`src/rtl/common_pkg.sv`:
```
// Generic arithmetic helpers shared by the modular-arithmetic packages.
// mulmod: (a*b) mod m on 64-bit operands with a 128-bit intermediate.
package common_pkg;

  function automatic logic [63:0] mulmod(
    input logic [63:0] a,
    input logic [63:0] b,
    input logic [63:0] m
  );
    logic [127:0] t;
    t = a * b;
    return 64'(t % {64'd0, m});
  endfunction

endpackage

```
`src/rtl/redun_mont_pkg.sv`:
```
// Sizing, types and reference helpers for the redundant Montgomery squarer.
// Small config: P=0xFFF1, 3 digits of 8 bits stored in 10 bits, R=2^24.
package redun_mont_pkg;
  import common_pkg::*;

  localparam int WORD_BITS       = 8;
  localparam int REDUN_WORD_BITS = WORD_BITS + 2;
  localparam int NUM_WRDS        = 3;
  localparam int FE_BITS         = WORD_BITS * NUM_WRDS;
  localparam int T_LEN           = 64;

  typedef logic [FE_BITS-1:0] fe_t;
  typedef logic [NUM_WRDS-1:0][REDUN_WORD_BITS-1:0] redun0_t;

  localparam fe_t P = fe_t'('hFFF1);

  // Newton iteration doubles the number of correct low bits each pass;
  // an odd P is its own inverse mod 8, so six passes cover 24+ bits.
  function automatic fe_t calc_minv();
    fe_t inv;
    inv = P;
    for (int i = 0; i < 6; i++)
      inv = inv * (fe_t'(2) - P * inv);
    return fe_t'(0) - inv;
  endfunction

  localparam fe_t MINV = calc_minv();

  localparam logic [63:0] R_MOD_P =
    (64'd1 << FE_BITS) % 64'(P);

  function automatic redun0_t to_redun(input fe_t v);
    redun0_t r;
    r = '0;
    for (int i = 0; i < NUM_WRDS; i++)
      r[i] = REDUN_WORD_BITS'(v[i*WORD_BITS +: WORD_BITS]);
    return r;
  endfunction

  function automatic fe_t from_redun(input redun0_t r);
    logic [63:0] s;
    s = '0;
    for (int i = 0; i < NUM_WRDS; i++)
      s = s + (64'(r[i]) << (WORD_BITS * i));
    return fe_t'(s % 64'(P));
  endfunction

  function automatic fe_t to_mont(input fe_t v);
    return fe_t'(mulmod(64'(v), R_MOD_P, 64'(P)));
  endfunction

  // a*b*R^-1 mod P by repeated halving mod P
  function automatic fe_t fe_mul_mont(input fe_t a, input fe_t b);
    logic [63:0] t;
    t = mulmod(64'(a), 64'(b), 64'(P));
    for (int i = 0; i < FE_BITS; i++)
      t = t[0] ? (t + 64'(P)) >> 1 : t >> 1;
    return fe_t'(t);
  endfunction

  function automatic fe_t from_mont(input fe_t v);
    return fe_mul_mont(v, fe_t'(1));
  endfunction

  function automatic fe_t mod_sq(input fe_t a, input int n);
    logic [63:0] t;
    t = 64'(a) % 64'(P);
    for (int i = 0; i < n; i++)
      t = mulmod(t, t, 64'(P));
    return fe_t'(t);
  endfunction

endpackage

```
`src/rtl/redun_mul.sv`:
```
// Full multiplier on digit vectors of weight 2^(WORD_BITS*i).
// i_a/i_b: NUM_WRDS digits of DW_A/DW_B bits; o_p: binary product, OW bits.
module redun_mul
  import redun_mont_pkg::*;
#(
  parameter int DW_A = REDUN_WORD_BITS,
  parameter int DW_B = REDUN_WORD_BITS,
  parameter int OW   = 2 * FE_BITS
) (
  input  logic [NUM_WRDS*DW_A-1:0] i_a,
  input  logic [NUM_WRDS*DW_B-1:0] i_b,
  output logic [OW-1:0]            o_p
);

  logic [OW-1:0] w_a;
  logic [OW-1:0] w_b;

  // Digits overlap by the carry headroom; summing them at their
  // weights absorbs the carries into a plain binary value.
  always_comb begin
    w_a = '0;
    w_b = '0;
    for (int i = 0; i < NUM_WRDS; i++) begin
      w_a = w_a + (OW'(i_a[i*DW_A +: DW_A]) << (WORD_BITS * i));
      w_b = w_b + (OW'(i_b[i*DW_B +: DW_B]) << (WORD_BITS * i));
    end
    o_p = w_a * w_b;
  end

endmodule

```
`src/rtl/redun_mont.sv`:
```
// Free-running Montgomery squarer: x <= x*x*R^-1 mod P, one result / 3 clk.
// i_sq/i_val seed the loop; o_mul/o_val emit every result (value < 2P).
module redun_mont
  import redun_mont_pkg::*;
(
  input  logic    i_clk,
  input  logic    i_rst,
  input  redun0_t i_sq,
  input  logic    i_val,
  output redun0_t o_mul,
  output logic    o_val
);

  localparam int SW = 2 * FE_BITS;

  redun0_t       r_x;
  redun0_t       r_mul;
  redun0_t       w_x;
  redun0_t       w_y;
  logic          r_v0;
  logic          r_v1;
  logic          r_v2;
  logic          r_val;
  logic [SW-1:0] r_s;
  logic [SW-1:0] r_s2;
  logic [SW-1:0] w_sq;
  logic [SW-1:0] w_qp;
  logic [SW-1:0] w_sum;
  fe_t           r_q;
  fe_t           w_q;
  logic          w_unused_lo;

  // A fresh seed takes priority; otherwise the last result loops back.
  assign w_x = r_v0 ? r_x : r_mul;

  redun_mul #(
    .DW_A (REDUN_WORD_BITS),
    .DW_B (REDUN_WORD_BITS),
    .OW   (SW)
  ) u_sq (
    .i_a (w_x),
    .i_b (w_x),
    .o_p (w_sq)
  );

  redun_mul #(
    .DW_A (WORD_BITS),
    .DW_B (WORD_BITS),
    .OW   (FE_BITS)
  ) u_q (
    .i_a (r_s[FE_BITS-1:0]),
    .i_b (MINV),
    .o_p (w_q)
  );

  redun_mul #(
    .DW_A (WORD_BITS),
    .DW_B (WORD_BITS),
    .OW   (SW)
  ) u_qp (
    .i_a (r_q),
    .i_b (P),
    .o_p (w_qp)
  );

  assign w_sum = r_s2 + w_qp;

  // q is chosen so the low half of S+q*P is zero; only the high half
  // carries information.
  assign w_unused_lo = ^w_sum[FE_BITS-1:0];

  // y < 2P fits in FE_BITS, so each digit gets one clean byte and the
  // carry headroom is left zero.
  always_comb begin
    w_y = '0;
    for (int i = 0; i < NUM_WRDS; i++)
      w_y[i] = REDUN_WORD_BITS'(
        w_sum[FE_BITS + i*WORD_BITS +: WORD_BITS]);
  end

  always_ff @(posedge i_clk or negedge i_rst) begin
    if (!i_rst) begin
      r_x   <= '0;
      r_v0  <= 1'b0;
      r_v1  <= 1'b0;
      r_v2  <= 1'b0;
      r_val <= 1'b0;
      r_mul <= '0;
      r_s   <= '0;
      r_s2  <= '0;
      r_q   <= '0;
    end else begin
      r_s  <= w_sq;
      r_s2 <= r_s;
      r_q  <= w_q;
      if (i_val) begin
        // Reseed kills whatever is in flight, including a result
        // that would land on this very edge.
        r_x   <= i_sq;
        r_v0  <= 1'b1;
        r_v1  <= 1'b0;
        r_v2  <= 1'b0;
        r_val <= 1'b0;
      end else begin
        r_v0  <= 1'b0;
        r_v1  <= r_v0 | r_val;
        r_v2  <= r_v1;
        r_val <= r_v2;
        if (r_v2)
          r_mul <= w_y;
      end
    end
  end

  assign o_mul = r_mul;
  assign o_val = r_val;

endmodule

```
`config.mk`:
```
export PLATFORM = sky130hd
export DESIGN_NAME = redun_mont
export DESIGN_NICKNAME = d
export VERILOG_FILES = /design/src/rtl/common_pkg.sv /design/src/rtl/redun_mont_pkg.sv /design/src/rtl/redun_mul.sv /design/src/rtl/redun_mont.sv
export SDC_FILE = /design/constraint.sdc
export NUM_CORES = 2
export LEC_CHECK = 0
export BUFFER_PORTS_ARGS = -buffer_cell sky130_fd_sc_hd__buf_2
export CAP_MARGIN = 20
export CORE_MARGIN = 1.5
export CORE_UTILIZATION = 45
export DETAILED_ROUTE_END_ITERATION = 10
export HOLD_SLACK_MARGIN = 0.03
export PLACE_DENSITY = 0.71
export SYNTH_ARGS = -nofsm -noshare
export SYNTH_HDL_FRONTEND = slang
export SYNTH_HIERARCHICAL = 1
export SYNTH_SLANG_ARGS = --single-unit
```
`constraint.sdc`:
```
create_clock -name i_clk -period 11.5 [get_ports i_clk]
set_clock_uncertainty 0.1 [all_clocks]
set_input_delay 2.3 -clock i_clk [delete_from_list [all_inputs] [get_ports i_clk]]
set_output_delay 2.3 -clock i_clk [all_outputs]
set_load 0.01 [all_outputs]
```
==> summary.md <==
| Metric | Value |
|---|---|
| Status | complete, no violations |
| Initial antenna violation count | 5 |
| Slew Limit Fails | 0 |
| Die height | 368 um |
| Global-route wire length before repair | 255 mm |
| CTS Buffer Depth | 2 |
| Top-area cell type share of the netlist area | 0.438 |
| H-tree levels | 4 |
| # fillers | 12300 |
| Highest metal used | met4 |
| Ys flop type | dfrtp_1 |
| Mux contribution to synthesized area | 0.0107 |
| Reg clk slew, reported paths | 0.08 ns |
| Max frequency | 97.3 MHz |
| Worst EP required | 11.77 ns |
| Cell Area, Synth | 59800 um^2 |
| Fin crit share | 0.894 |
| Simple-Gate Fraction of Synth Area | 0.168 |
| Synth Area in Compound Gates | 0.0550 |
| Cell variety after synth | 96 |
| Post-CTS Setup Repair Bufs | 0 |
| Reg2reg end | r_s[46] |
| Pre-antenna DRT Iters | 6 |
| Yosys Warn Count | 6 |
| Clock root buffer | clkbuf_16 |
| Hold path start | r_s[25] |
| Fin worst setup slack | 1.22 ns |
| R2R Path Start | r_v0 |
| Async SR Flop Fraction | 1.00 |
| Final setup vio count | 0 |
| I/O pin total | 64 |
| Hold EP | r_s2[25] |
| Synth Area in Adders | 0.541 |
| Top delay family on crit path | adder cells |
| Worst hold path depth | 0 |
| Final Hold Fails | 0 |
| Syn Inst Count | 6634 |
| Post-synth EDFFs | 0 |
| Most frequent cell after synthesis | inv_1 |
| Maxcap violations | 0 |
| Largest net degree at the start of global routing | 71 |
| Dpl hpwl | 128 mm |
| DRT iter0 DRCs | 2875 |
| M1 wire length | 64.9 mm |
| Worst Max-Slew Pin Slew | 1.10 ns |
| DR vias | 43400 |
| Slowest Stage Delay on Critical Path | 0.64 ns |
| Critical path buffers and inverters | 6 |
| RSZ-0062 raised after global routing | no |
| DP Worst Slack | 1.26 ns |
| Cts bufs inserted | 17 |
| Crit path DAT | 10.54 ns |
| Slowest cell on crit path | dfrtp_1 |
| Met3 wire len | 11.5 mm |
| Post-CTS Resized | 0 |
| CP endpoint kind | flop |
| I/O Buffers | 57 |
| Grt ovf | 0 |
| Critical path launch point type | flop |
| Minimum clock period | 10.28 ns |
| CP Max Fanout | 17 |
| DR WL met2 | 76.1 mm |
| Die area | 135000 um^2 |
| Crit path kind | flop to flop |
| Final WL | 157 mm |
| Share of cells above drive strength 1 | 0.0408 |
| Most frequent CP cell | fa_1 |
| GP Congestion | 0.934 |
| Area Overhead vs Synth | 5.94% |
| DRC Markers | 0 |
| Largest family of logic cells by synthesized area | adder cells |
| Synth area leaders | fa_1 (44%), ha_1 (10%), inv_1 (9.8%) |
| Setup_tns | 0 ns |
| Most area-hungry cell type in the Yosys netlist | fa_1 |
| TritonCTS Sinks | 178 |
| Antenna violation net count after detailed routing | 0 |
| Slew HR | 0.262 |
| Drt via density | 5.10 |
| Num rows | 133 |
| Core ar. | 132000 um^2 |
| Initial Utilization | 0.454 |
| Routed WL per cell | 18.4 um |
| CTS tree | done |
| DIE WIDTH | 368 um |
| Worst hold slack | 0.248 ns |
| Post-synthesis sequential area ratio | 0.0745 |
| Vias in the first global route | 47700 |
| R2R Setup Slk | 1.22 ns |
| Synth Area in XOR/XNOR | 0.0334 |
| Overall Global Routing Usage | 0.240 |
| CTS Hold Bufs | 0 |
| Seq cells post-synth | 178 |
| Hold Path Class | flop to flop |
| Net count, final | 8584 |
| Reg2reg path depth | 36 |
| Avg Cell Area, Syn | 9.02 um^2 |
| Clk Latency, worst-skew pair | 0.49 ns |
| Synth top cells by count | inv_1 (1560), fa_1 (1308), nand2_1 (886) |
logic make-up (layout without fill, tap and decap cells):
logic type               Yosys count  in the layout
AND/OR/NAND/NOR                 2031           2031
buffers and inverters           1861           1721
adder cells (fa/ha/maj)         1802           1802
AO/OA/AOI/OAI                    483            483
XOR/XNOR                         220            220
flip-flops                       178            178
multiplexers                      57             57
other                              2            272
flip-flops by register name, summed over array words and instances, names as in the netlist:
signal / flops
r_s2: 48
r_v0: 1
o_mul: 24
r_x: 30
o_val: 1
r_v1: 1
r_v2: 1
r_s: 48
r_q: 24
worst max path at each step:
stage,startpoint,to,slack [ns],cells after the start
6_report,r_v0,r_s[46],1.22,36
5_1_grt,r_v0,r_s[47],0.74,34
4_1_cts,r_v0,r_s[46],1.21,36
3_5_place_dp,r_v0,r_s[46],1.26,36
3_3_place_gp,r_v0,r_s[46],1.47,38
2_1_floorplan,r_v0,r_s[46],1.83,35
placed cells by master (no fill, tap or decap), drive strengths merged, types with 84 or more instances in the layout:
cell      n
conb    270
dfrtp   178
ha      494
a21o     84
inv    1570
buf     127
and2    713
nor2    188
a21oi   151
fa     1308
xnor2   148
nand2   887
layout make-up:
type | count | area [um^2] | share of cell area
tap | 1755 | 2200 | 0.0346
clock buffer | 17 | 425 | 0.00671
inverter | 1561 | 5860 | 0.0925
timing repair buffer | 128 | 831 | 0.0131
multi-input combinational | 4863 | 49400 | 0.780
sequential | 178 | 4450 | 0.0703
clock inverter | 15 | 185 | 0.00292
antenna | 2 | 5.00 | 0.0000790
layer usage:
layer / GRT usage / vias to the layer above
li1: - / 19500
met5: 0 / -
met4: 0.0680 / 0
met2: 0.409 / 1427
met3: 0.0419 / 255
met1: 0.314 / 22200
per-stage QoR:
stage	util	instances	instance area, um^2
2_1_floorplan	-	6902	60800
3_3_place_gp	0.477	8484	62800
3_5_place_dp	0.477	8485	62800
4_1_cts	0.481	8517	63400
5_1_grt	0.481	8518	63400
6_report	0.481	8519	63400
Power is left out: the tool's default activity adds up to more than one toggle a clock period on the data nets, which glitch-free logic cannot reach.
